**config.mk**
```make
export PLATFORM = sky130hd
export DESIGN_NAME = icache_dm_flat
export DESIGN_NICKNAME = d
export VERILOG_FILES = /design/src/rtl/icache_pkg.sv /design/src/rtl/icache_dm_if.sv /design/src/rtl/icache_line_store.sv /design/src/rtl/icache_dm.sv /design/src/flat_wrapper.sv
export SDC_FILE = /design/constraint.sdc
export NUM_CORES = 2
export LEC_CHECK = 0
export CORE_ASPECT_RATIO = 2
export CORE_MARGIN = 4
export CORE_UTILIZATION = 35
export DETAILED_ROUTE_END_ITERATION = 6
export SETUP_SLACK_MARGIN = 0.15
export SLEW_MARGIN = 20
export SYNTH_ARGS = -nofsm -noshare
export SYNTH_HDL_FRONTEND = slang
export SYNTH_SLANG_ARGS = --single-unit
export TNS_END_PERCENT = 20
```
**constraint.sdc**
```tcl
create_clock -name clk -period 4.4 [get_ports clk]
set_input_delay 0.66 -clock clk [delete_from_list [all_inputs] [get_ports clk]]
set_output_delay 0.66 -clock clk [all_outputs]
set_load 0.01 [all_outputs]
```
**src/rtl/icache_pkg.sv**
```systemverilog
// rtl/icache_pkg.sv - shared types, defaults and address-field helpers for icache_dm
//
// Contents:
//   state_e        refill FSM state (IDLE, REFILL)
//   DEF_*          default parameter values
//   addr_offset    word offset within a line   = addr[OFF+1:2]
//   addr_index     line index                  = addr[OFF+IDX+1:OFF+2]
//   addr_tag       remaining upper bits         = addr[BITSIZE-1:OFF+IDX+2]
// The helpers work on a zero-extended 64-bit address. Callers size-cast the result.
package icache_pkg;

    localparam int unsigned DEF_BITSIZE = 32;
    localparam int unsigned DEF_N_LINES = 16;
    localparam int unsigned DEF_N_WORDS = 4;

    typedef enum logic {
        IDLE   = 1'b0,
        REFILL = 1'b1
    } state_e;

    function automatic logic [63:0] addr_offset(input logic [63:0] addr,
                                                input int unsigned off_w);
        return (addr >> 2) & ((64'd1 << off_w) - 64'd1);
    endfunction

    function automatic logic [63:0] addr_index(input logic [63:0] addr,
                                               input int unsigned off_w,
                                               input int unsigned idx_w);
        return (addr >> (off_w + 2)) & ((64'd1 << idx_w) - 64'd1);
    endfunction

    function automatic logic [63:0] addr_tag(input logic [63:0] addr,
                                             input int unsigned off_w,
                                             input int unsigned idx_w);
        return addr >> (off_w + idx_w + 2);
    endfunction

endpackage

```
**src/rtl/icache_dm_if.sv**
```systemverilog
// rtl/icache_dm_if.sv - fetch-side and refill-side signal bundle of icache_dm
//
// CPU side : cpu_req_i, cpu_addr_i, cpu_ready_o, cpu_valid_o, cpu_data_o, flush_i
// Mem side : mem_req_o, mem_addr_o, mem_valid_i, mem_data_i
// Signal suffixes are seen from the cache. Modport slave is the cache,
// modport master is the fetch stage / memory that drives it.
interface icache_dm_if
    import icache_pkg::*;
#(
    parameter int unsigned BITSIZE = DEF_BITSIZE
);
    logic               cpu_req_i;
    logic [BITSIZE-1:0] cpu_addr_i;
    logic               cpu_ready_o;
    logic               cpu_valid_o;
    logic [BITSIZE-1:0] cpu_data_o;
    logic               flush_i;
    logic               mem_req_o;
    logic [BITSIZE-1:0] mem_addr_o;
    logic               mem_valid_i;
    logic [BITSIZE-1:0] mem_data_i;

    modport slave (
        input  cpu_req_i, cpu_addr_i, flush_i, mem_valid_i, mem_data_i,
        output cpu_ready_o, cpu_valid_o, cpu_data_o, mem_req_o, mem_addr_o
    );

    modport master (
        output cpu_req_i, cpu_addr_i, flush_i, mem_valid_i, mem_data_i,
        input  cpu_ready_o, cpu_valid_o, cpu_data_o, mem_req_o, mem_addr_o
    );

endinterface

```
**src/rtl/icache_line_store.sv**
```systemverilog
// rtl/icache_line_store.sv - valid/tag/data arrays of the direct-mapped cache
//
// Ports:
//   clk, rstn_i                   clock, async active-low reset (valid bits only)
//   rd_idx_i, rd_off_i            combinational lookup port
//   rd_valid_o, rd_tag_o, rd_data_o
//   wr_en_i, wr_idx_i, wr_off_i, wr_data_i   one data word write per cycle
//   tag_we_i, wr_tag_i            write tag of line wr_idx_i and mark it valid
//   flush_i                       clear every valid bit; wins over tag_we_i
// Tags and data are plain storage without reset.
module icache_line_store
    import icache_pkg::*;
#(
    parameter  int unsigned BITSIZE = DEF_BITSIZE,
    parameter  int unsigned N_LINES = DEF_N_LINES,
    parameter  int unsigned N_WORDS = DEF_N_WORDS,
    localparam int unsigned OFF_W   = $clog2(N_WORDS),
    localparam int unsigned IDX_W   = $clog2(N_LINES),
    localparam int unsigned TAG_W   = BITSIZE - OFF_W - IDX_W - 2
) (
    input  logic               clk,
    input  logic               rstn_i,
    input  logic [IDX_W-1:0]   rd_idx_i,
    input  logic [OFF_W-1:0]   rd_off_i,
    output logic               rd_valid_o,
    output logic [TAG_W-1:0]   rd_tag_o,
    output logic [BITSIZE-1:0] rd_data_o,
    input  logic               wr_en_i,
    input  logic [IDX_W-1:0]   wr_idx_i,
    input  logic [OFF_W-1:0]   wr_off_i,
    input  logic [BITSIZE-1:0] wr_data_i,
    input  logic               tag_we_i,
    input  logic [TAG_W-1:0]   wr_tag_i,
    input  logic               flush_i
);

    logic [N_LINES-1:0] valid_q;
    logic [TAG_W-1:0]   tag_q  [N_LINES];
    logic [BITSIZE-1:0] data_q [N_LINES*N_WORDS];

    // A flush arriving on the refill's final edge also drops the new line.
    always_ff @(posedge clk or negedge rstn_i) begin
        if (!rstn_i) begin
            valid_q <= '0;
        end else if (flush_i) begin
            valid_q <= '0;
        end else if (tag_we_i) begin
            valid_q[wr_idx_i] <= 1'b1;
        end
    end

    always_ff @(posedge clk) begin
        if (tag_we_i) begin
            tag_q[wr_idx_i] <= wr_tag_i;
        end
        if (wr_en_i) begin
            data_q[{wr_idx_i, wr_off_i}] <= wr_data_i;
        end
    end

    assign rd_valid_o = valid_q[rd_idx_i];
    assign rd_tag_o   = tag_q[rd_idx_i];
    assign rd_data_o  = data_q[{rd_idx_i, rd_off_i}];

endmodule

```
**src/rtl/icache_dm.sv**
```systemverilog
// rtl/icache_dm.sv - direct-mapped instruction cache with word-by-word line refill
//
// Ports:
//   clk      clock, rising edge
//   rstn_i   async active-low reset
//   bus      icache_dm_if.slave: CPU fetch port (req/addr/ready/valid/data/flush)
//            and memory refill port (req/addr/valid/data)
// Build option ICACHE_CRITICAL_WORD_FIRST_EN: refill starts at the requested
// word and wraps; the CPU response follows the critical word. Without it the
// refill starts at word 0 and the response follows the last word.
module icache_dm
    import icache_pkg::*;
#(
    parameter int unsigned BITSIZE = DEF_BITSIZE,
    parameter int unsigned N_LINES = DEF_N_LINES,
    parameter int unsigned N_WORDS = DEF_N_WORDS
) (
    input logic        clk,
    input logic        rstn_i,
    icache_dm_if.slave bus
);

    localparam int unsigned OFF_W = $clog2(N_WORDS);
    localparam int unsigned IDX_W = $clog2(N_LINES);
    localparam int unsigned TAG_W = BITSIZE - OFF_W - IDX_W - 2;

`ifdef ICACHE_CRITICAL_WORD_FIRST_EN
    localparam bit CWF = 1'b1;
`else
    localparam bit CWF = 1'b0;
`endif

    state_e             state_q, state_d;
    logic [OFF_W-1:0]   cnt_q, cnt_d;
    logic [IDX_W-1:0]   lidx_q, lidx_d;
    logic [TAG_W-1:0]   ltag_q, ltag_d;
    logic [OFF_W-1:0]   loff_q, loff_d;
    logic               cpu_valid_q, cpu_valid_d;
    logic [BITSIZE-1:0] cpu_data_q, cpu_data_d;
    logic               flush_pend_q, flush_pend_d;

    logic [OFF_W-1:0]   req_off;
    logic [IDX_W-1:0]   req_idx;
    logic [TAG_W-1:0]   req_tag;
    logic               rd_valid;
    logic [TAG_W-1:0]   rd_tag;
    logic [BITSIZE-1:0] rd_data;
    logic               hit;
    logic [OFF_W-1:0]   cnt_inc;
    logic [OFF_W-1:0]   refill_start;
    logic               wr_en;
    logic               tag_we;
    logic               store_flush;
    logic               cpu_ready;
    logic               mem_req;
    logic [BITSIZE-1:0] mem_addr;

    assign req_off = OFF_W'(addr_offset(64'(bus.cpu_addr_i), OFF_W));
    assign req_idx = IDX_W'(addr_index(64'(bus.cpu_addr_i), OFF_W, IDX_W));
    assign req_tag = TAG_W'(addr_tag(64'(bus.cpu_addr_i), OFF_W, IDX_W));

    icache_line_store #(
        .BITSIZE (BITSIZE),
        .N_LINES (N_LINES),
        .N_WORDS (N_WORDS)
    ) u_store (
        .clk        (clk),
        .rstn_i     (rstn_i),
        .rd_idx_i   (req_idx),
        .rd_off_i   (req_off),
        .rd_valid_o (rd_valid),
        .rd_tag_o   (rd_tag),
        .rd_data_o  (rd_data),
        .wr_en_i    (wr_en),
        .wr_idx_i   (lidx_q),
        .wr_off_i   (cnt_q),
        .wr_data_i  (bus.mem_data_i),
        .tag_we_i   (tag_we),
        .wr_tag_i   (ltag_q),
        .flush_i    (store_flush)
    );

    assign hit     = rd_valid && (rd_tag == req_tag);
    assign cnt_inc = cnt_q + OFF_W'(1);
    // The line is complete once the counter would wrap back to where it began.
    assign refill_start = CWF ? loff_q : '0;

    always_comb begin
        state_d      = state_q;
        cnt_d        = cnt_q;
        lidx_d       = lidx_q;
        ltag_d       = ltag_q;
        loff_d       = loff_q;
        cpu_valid_d  = 1'b0;
        cpu_data_d   = cpu_data_q;
        flush_pend_d = flush_pend_q;
        wr_en        = 1'b0;
        tag_we       = 1'b0;
        store_flush  = 1'b0;
        cpu_ready    = 1'b0;
        mem_req      = 1'b0;
        mem_addr     = '0;

        case (state_q)
            IDLE: begin
                cpu_ready   = !bus.flush_i;
                store_flush = bus.flush_i;
                if (bus.cpu_req_i && cpu_ready) begin
                    if (hit) begin
                        cpu_valid_d = 1'b1;
                        cpu_data_d  = rd_data;
                    end else begin
                        state_d      = REFILL;
                        lidx_d       = req_idx;
                        ltag_d       = req_tag;
                        loff_d       = req_off;
                        cnt_d        = CWF ? req_off : '0;
                        flush_pend_d = 1'b0;
                    end
                end
            end

            REFILL: begin
                mem_req  = 1'b1;
                mem_addr = {ltag_q, lidx_q, cnt_q, 2'b00};
                if (bus.flush_i) begin
                    flush_pend_d = 1'b1;
                end
                if (bus.mem_valid_i) begin
                    wr_en = 1'b1;
                    cnt_d = cnt_inc;
                    if (cnt_q == loff_q) begin
                        cpu_data_d = bus.mem_data_i;
                        if (CWF) begin
                            cpu_valid_d = 1'b1;
                        end
                    end
                    if (cnt_inc == refill_start) begin
                        tag_we       = 1'b1;
                        state_d      = IDLE;
                        store_flush  = flush_pend_q || bus.flush_i;
                        flush_pend_d = 1'b0;
                        if (!CWF) begin
                            cpu_valid_d = 1'b1;
                        end
                    end
                end
            end

            default: begin
                state_d = IDLE;
            end
        endcase
    end

    always_ff @(posedge clk or negedge rstn_i) begin
        if (!rstn_i) begin
            state_q      <= IDLE;
            cnt_q        <= '0;
            lidx_q       <= '0;
            ltag_q       <= '0;
            loff_q       <= '0;
            cpu_valid_q  <= 1'b0;
            cpu_data_q   <= '0;
            flush_pend_q <= 1'b0;
        end else begin
            state_q      <= state_d;
            cnt_q        <= cnt_d;
            lidx_q       <= lidx_d;
            ltag_q       <= ltag_d;
            loff_q       <= loff_d;
            cpu_valid_q  <= cpu_valid_d;
            cpu_data_q   <= cpu_data_d;
            flush_pend_q <= flush_pend_d;
        end
    end

    assign bus.cpu_ready_o = cpu_ready;
    assign bus.cpu_valid_o = cpu_valid_q;
    assign bus.cpu_data_o  = cpu_data_q;
    assign bus.mem_req_o   = mem_req;
    assign bus.mem_addr_o  = mem_addr;

endmodule

```
**src/flat_wrapper.sv**
```systemverilog
// flat-port wrapper written by rule: the top's interface ports become plain ports
module icache_dm_flat import icache_pkg::*;
#(
    parameter int unsigned BITSIZE = DEF_BITSIZE,
    parameter int unsigned N_LINES = DEF_N_LINES,
    parameter int unsigned N_WORDS = DEF_N_WORDS
)
  (clk, rstn_i, bus_cpu_req_i, bus_cpu_addr_i, bus_flush_i, bus_mem_valid_i, bus_mem_data_i, bus_cpu_ready_o, bus_cpu_valid_o, bus_cpu_data_o, bus_mem_req_o, bus_mem_addr_o);
  icache_dm_if #(.BITSIZE(BITSIZE)) bus_i ();
  input logic clk;
  input logic rstn_i;
  input wire logic [$bits(bus_i.cpu_req_i)-1:0] bus_cpu_req_i;
  input wire logic [$bits(bus_i.cpu_addr_i)-1:0] bus_cpu_addr_i;
  input wire logic [$bits(bus_i.flush_i)-1:0] bus_flush_i;
  input wire logic [$bits(bus_i.mem_valid_i)-1:0] bus_mem_valid_i;
  input wire logic [$bits(bus_i.mem_data_i)-1:0] bus_mem_data_i;
  output wire logic [$bits(bus_i.cpu_ready_o)-1:0] bus_cpu_ready_o;
  output wire logic [$bits(bus_i.cpu_valid_o)-1:0] bus_cpu_valid_o;
  output wire logic [$bits(bus_i.cpu_data_o)-1:0] bus_cpu_data_o;
  output wire logic [$bits(bus_i.mem_req_o)-1:0] bus_mem_req_o;
  output wire logic [$bits(bus_i.mem_addr_o)-1:0] bus_mem_addr_o;
  assign bus_i.cpu_req_i = bus_cpu_req_i;
  assign bus_i.cpu_addr_i = bus_cpu_addr_i;
  assign bus_i.flush_i = bus_flush_i;
  assign bus_i.mem_valid_i = bus_mem_valid_i;
  assign bus_i.mem_data_i = bus_mem_data_i;
  assign bus_cpu_ready_o = bus_i.cpu_ready_o;
  assign bus_cpu_valid_o = bus_i.cpu_valid_o;
  assign bus_cpu_data_o = bus_i.cpu_data_o;
  assign bus_mem_req_o = bus_i.mem_req_o;
  assign bus_mem_addr_o = bus_i.mem_addr_o;
  icache_dm #(.BITSIZE(BITSIZE), .N_LINES(N_LINES), .N_WORDS(N_WORDS)) u_core (.clk(clk), .rstn_i(rstn_i), .bus(bus_i));
endmodule
```
# After elaboration in Yosys (flattened, before gate mapping)
# Memory sizes are Yosys's and may differ from the RTL's.
# Index checks and enable logic that the tools add are counted.
dict set report totals {
  reg_bits 83
  mem_bits_rw 2432
  mem_count 2
}
# memory depth word_bits rd rd_ports_with_merged_regs write_ports line
set mem_list {}
lappend mem_list {u_core.u_store.data_q 64 32 1 0 1 icache_line_store.sv:39} ;# logic [BITSIZE-1:0] data_q [N_LINES*N_WORDS];
lappend mem_list {u_core.u_store.tag_q 16 24 1 0 1 icache_line_store.sv:38} ;# logic [TAG_W-1:0] tag_q [N_LINES];
dict set report classes {
  addsub 1
  magnitude_cmp 3
  eq_ne 7
  n_mux 44
  bitwise 3
  reduce_logical 11
}
# cell count
set op_table {}
lappend op_table {{32-bit 2-to-1 mux} 5}
lappend op_table {{32-bit case mux with 2 select lines} 1}
lappend op_table {{16-bit 2-to-1 mux} 2}
lappend op_table {{1-bit 2-to-1 mux} 26}
lappend op_table {{24-bit == test} 1}
lappend op_table {{16-bit OR} 1}
lappend op_table {{4-bit by 5-bit < comparator with 1-bit output (second input constant)} 2}
lappend op_table {{1-bit case mux with 2 select lines} 4}
lappend op_table {{2-bit 2-to-1 mux} 3}
lappend op_table {{2-bit inequality test (second input constant)} 3}
lappend op_table {{3-bit AND reduction} 2}
lappend op_table {{1-bit binary-select mux with 4-bit select} 1}
lappend op_table {{1-bit demux with 4-bit select} 1}
lappend op_table {{4-bit by 1-bit >= comparator with 1-bit output (second input constant)} 1}
lappend op_table {{2-bit by 1-bit inequality test with 1-bit output (second input constant)} 2}
lappend op_table {{2-bit case mux with 2 select lines} 1}
lappend op_table {{4-bit AND reduction} 1}
lappend op_table {{1-bit logical AND} 3}
lappend op_table {{2-bit by 1-bit adder with 2-bit output (second input constant)} 1}
lappend op_table {{2-bit == test} 1}
lappend op_table {{2-bit zero test} 1}
lappend op_table {{1-bit inverter} 2}
lappend op_table {{2-bit AND reduction} 1}
lappend op_table {{2-bit nonzero test} 1}
lappend op_table {{other kinds (2)} 2}

# Depth between registers and ports, before layout
dict set report depth {
  word_depth 7
  ltp_mapped 14
  mapped_depth_nobuf 8
}

# Modules after synthesis
# A second synthesis with hierarchy kept.
dict set report unflattened {
  cells_unflattened 4250
  hier_area_um2 97088.1
}
# module n_inst cells_each area_each_um2 seq_area_each_um2
set modules_own_cells {}
lappend modules_own_cells {icache_line_store 1 3977 93606.0 73430.4}
lappend modules_own_cells {icache_dm 1 273 3482.1 1676.6}

# Worst setup path after synthesis
# OpenSTA, ideal clock, no wires.
dict set report synth_path {
  path_type {register -> register}
  from {reg u_core.state_q}
  to {mem u_core.u_store.data_q[49][0] (netlist name), enable pin}
  arrival_ns 3.576
  required_ns 3.939
  slack_ns 0.363
  stages_incl_launch_ff 6
  cell_sequence {dfrtp_1 clkbuf_1 clkbuf_1 and3_1 nand2_1 nor3_1}
}
dict set report synth_between {
  elab_chain_len 3
}
# item line
set synth_lines {}
lappend synth_lines {{from (decl)} icache_dm.sv:33} ;# state_e state_q, state_d;
lappend synth_lines {{from (signal assigned)} icache_dm.sv:167} ;# state_q <= state_d;
lappend synth_lines {{1-bit 2-to-1 mux} icache_dm.sv:104} ;# case (state_q)
lappend synth_lines {{1-bit 2-to-1 mux} icache_line_store.sv:56} ;# if (wr_en_i) begin
lappend synth_lines {{1-bit 2-to-1 mux (not written as such)} icache_line_store.sv:57} ;# data_q[{wr_idx_i, wr_off_i}] <= wr_data_i;
lappend synth_lines {{to (decl)} icache_line_store.sv:39}
# Every way passes these cells.

# Final worst setup path
dict set report layout_path {
  from {mem u_core.u_store.tag_q[10][21] (netlist name)}
  to {reg u_core.cpu_data_q[24] (netlist: u_core.bus.cpu_data_o[24])}
}
dict set report layout_between {
  elab_chain_len 5
}
# item line
set layout_lines {}
lappend layout_lines {{from (decl)} icache_line_store.sv:38}
lappend layout_lines {{memory read 16 x 24 bit} n/a}
lappend layout_lines {{24-bit == test} icache_dm.sv:83} ;# assign hit = rd_valid && (rd_tag == req_tag);
lappend layout_lines {{1-bit logical AND} icache_dm.sv:83}
lappend layout_lines {{2-bit by 1-bit inequality test with 1-bit output (no line)} n/a}
lappend layout_lines {{4-bit AND reduction (no line)} n/a}
lappend layout_lines {{to (signal assigned)} icache_dm.sv:173} ;# cpu_data_q <= cpu_data_d;
lappend layout_lines {{to (decl)} icache_dm.sv:39} ;# logic [BITSIZE-1:0] cpu_data_q, cpu_data_d;
# Every way passes these cells.
# A chain may end at the register's enable or synchronous reset.

==> summary.txt <==
GRT
  – Tot GR Track Use: 0.205
  – GR Util met3: 0.0282
  – Vias in the first global route: between 50k and 60k
  – Busiest grt layer: met2
  – M2 GR Usage: 0.381
  – First-pass GRT wire length: 411 mm
  – Largest net degree at the start of global routing: 66
  – Met1 usage: 0.214
  – GRT Residual Overflow: 0
  – Initial antenna violation count: 8

Pwr
  – Lkg Pwr: ~0.035 uW
  – Peak supply drop: about 370 uV
  – PwrDens: about 470 nW/um2
  – Total power: roughly 53,000 uW

Setup path
  – RR Endpoint: u_core.bus.cpu_data_o[24]
  – Reg2reg start: u_core.u_store.tag_q[10][21]
  – Startpoint types: flop
  – R2R depth: 10
  – WS Path Type: flop to flop
  – CP startpoint: u_core.u_store.tag_q[10][21]
  – Crit path to: u_core.bus.cpu_data_o[24]
  – Reg-to-reg slack, setup: ~0.70 ns
  – Arrival @ worst endpoint: approximately 4.4 ns
  – CP Capture Type: flop
  – Worst EP required: 5.09 ns
  – Worst Path Max Fanout: 20

Timing
  – Slew Viols, Final: 0
  – RSZ-0062 raised after global routing: no
  – Worst slew margin: 0.191
  – F_max: roughly 270 MHz
  – Final setup vio count: 0
  – Total negative slack: 0 ns
  – Post-layout min period: 3.70 ns
  – Fin crit share: 0.840
  – Final Skew: between 0.08 and 0.09 ns
  – Tightest Pin Transition: ~1.2 ns
  – Final Hold Viols: 0

Synthesis
  – Flops & latches, synth: 2,515
  – Avg Inst Size Synth: 21.8 um2
  – Post-synth EDFFs: 2,432
  – Gate Count Post-Synth: 4,463
  – Distinct cells, synth: 70
  – Top cell type's share of synthesized area: 0.752
  – Async set or reset register ratio after synthesis: 0.0330
  – Synth area leader: edfxtp_1
  – Top-count cell post-synth: edfxtp_1
  – Cell area after synthesis: a little under 100,000 um2
  – Synth top area cells: edfxtp_1 (75%), mux4_2 (14%), dfrtp_1 (2.1%)
  – Synth Flop Type: edfxtp_1
  – Ys Warns: 0
  – Sequential share of the synthesized area: 0.773
  – Most frequent cells after synthesis: edfxtp_1 (2,432), mux4_2 (594), nor2_1 (164)

Drt
  – Detailed-route via count: just under 50k
  – ANT nets after route: 0
  – Initial drt markers: 5,080
  – Detailed-route wire length: 300 mm
  – Drt pass-1 iters: 7
  – Post-route DRC violation count: 0
  – Drt wl/cell: between 30 and 40 um
  – Drt via density: around 5.7

CTS
  – CTS tree: built
  – CTS H-Tree Depth: 4
  – Max clock buf depth: 4
  – Clk slew on worst S/H paths: about 0.07 ns
  – Total CTS buffers: 203
  – Root buf cell: clkbuf_16
  – Sink Count: between 2k and 3k
  – Worst skew pair latency: a little under 0.9 ns

Placed design
  – Port bufs: ~130
  – DP HPWL: ~190 mm
  – Placer Congestion: about 0.84

Final layout
  – Area growth syn-to-layout: 15.9%
  – Layout cell share with drive strength beyond 1: 0.293
  – Final #Nets: 5,009

Status
  – Status: completed

Floorplanning
  – Initial Util: 0.351
  – Total Die Area: roughly 290,000 um2
  – I/O Pins: 136
  – Die height: 753 um
  – Die width: about 380 um
  – # rows: 273
  – Core ar.: 276,000 um2

Min path
  – Hold path depth: 1
  – Min-delay worst type: primary input to flop

Job
  – Max capacitance violation total: 0
## timing repair
item / CTS / global route
hold endpoints to repair: 26 / 0
hold buffers: 1 / 0
setup endpoints to repair: 0 / 0
buffers inserted: 0 / 0
gates resized for setup: 0 / 0
## worst max-delay path: stages (launching register included)
cell and delay (ns):
edfxtp_1 0.37, mux4_2 0.49, mux2i_1 0.17, xnor2_1 0.24, o221ai_1 0.20, a2111oi_0 0.78, buf_4 0.23, nor4b_4 0.22
a21o_2 0.25, buf_12 0.21, mux2_2 0.36
## through the flow
step | hold slack [ns] | instance area (um2) | utilization | worst slack, ns | cells
4_1_cts | 0.0821 | 113000 | 0.407 | 0.728 | 8668
3_3_place_gp | 0.468 | 106000 | 0.384 | -0.0769 | 8307
6_report | 0.0972 | 113000 | 0.407 | 0.704 | 8686
3_5_place_dp | 0.476 | 106000 | 0.384 | -0.0643 | 8308
2_1_floorplan | 0.364 | 97100 | - | 0.363 | 4464
5_1_grt | 0.101 | 113000 | 0.407 | 0.669 | 8685
## cell families (layout without fill, tap and decap cells)
family	count (synthesis)	count (layout)	share of synthesized area
flip-flops	2515	2515	0.773
multiplexers	828	828	0.164
AND/OR/NAND/NOR	492	492	0.0232
AO/OA/AOI/OAI	351	351	0.0250
buffers and inverters	242	871	0.0113
XOR/XNOR	33	33	0.00298
adder cells (fa/ha/maj)	1	1	0.000129
other	1	20	0.0000386
## flip-flops by register name, summed over array words and instances (netlist names)
signal	count
u_core.u_store.data_q	2048
u_core.u_store.tag_q	384
u_core.bus.cpu_data_o	32
u_core.ltag_q	24
u_core.u_store.valid_q	16
u_core.lidx_q	4
u_core.cnt_q	2
u_core.loff_q	2
u_core.bus.cpu_valid_o	1
u_core.flush_pend_q	1
u_core.state_q	1
## final cells by class
class                      instances  area [um2]
sequential                      2515       75100
inverter                           6        22.5
clock buffer                     254        5480
antenna                           18        45.0
clock inverter                   105        1010
multi-input combinational       1707       21500
fill                           24000      164000
timing repair buffer             506        4900
tap                             3575        4470
## how the worst min path moves through the flow
stage                                     from                             to  slack, ns
floorplan                               rstn_i       u_core.bus.cpu_data_o[0]       0.36
global placement     u_core.u_store.valid_q[6]      u_core.u_store.valid_q[6]       0.47
detailed placement  u_core.u_store.valid_q[15]     u_core.u_store.valid_q[15]       0.48
CTS                         bus_mem_data_i[22]  u_core.u_store.data_q[16][22]       0.08
global route                bus_mem_data_i[22]  u_core.u_store.data_q[16][22]       0.10
finish                      bus_mem_data_i[22]  u_core.u_store.data_q[16][22]        0.1
## layer usage
| layer | share of wire | wire length [um] |
|---|---|---|
| met5 | 0.000043 | 13 |
| met3 | 0.056 | 16800 |
| met4 | 0.081 | 24400 |
| met2 | 0.54 | 162000 |
| met1 | 0.32 | 96800 |
## power by group
part / switching [uW] / leakage (uW) / internal (uW)
clock network: 8490 / 0.00319 / 9840
registers: 987 / 0.0229 / 27600
logic: 3820 / 0.00940 / 2390
## layout by cell type, fill, tap and decap left out, types with 11 or more instances in the layout
master	count
o21ai_0	47
clkinv_2	45
buf_12	73
clkdlybuf4s50_1	92
mux2i_1	156
mux4_2	594
clkbuf_8	14
nor2b_1	11
a221oi_1	14
mux2_4	26
edfxtp_1	2432
nor3_1	26
nand3_1	48
buf_4	303
clkbuf_1	34
o221ai_1	19
nand2_1	140
diode_2	18
clkbuf_16	206
dfrtp_1	82
bufinv_16	17
clkinv_1	24
a22oi_1	93
xor2_1	19
o22ai_1	27
xnor2_1	14
a21oi_1	60
nor2_1	88
nor2_4	73
a31oi_1	16
mux2_2	48
nand2b_1	19
buf_2	32
and2_1	37
o21a_1	18
No activity file was read; power rests on OpenSTA's default activity.
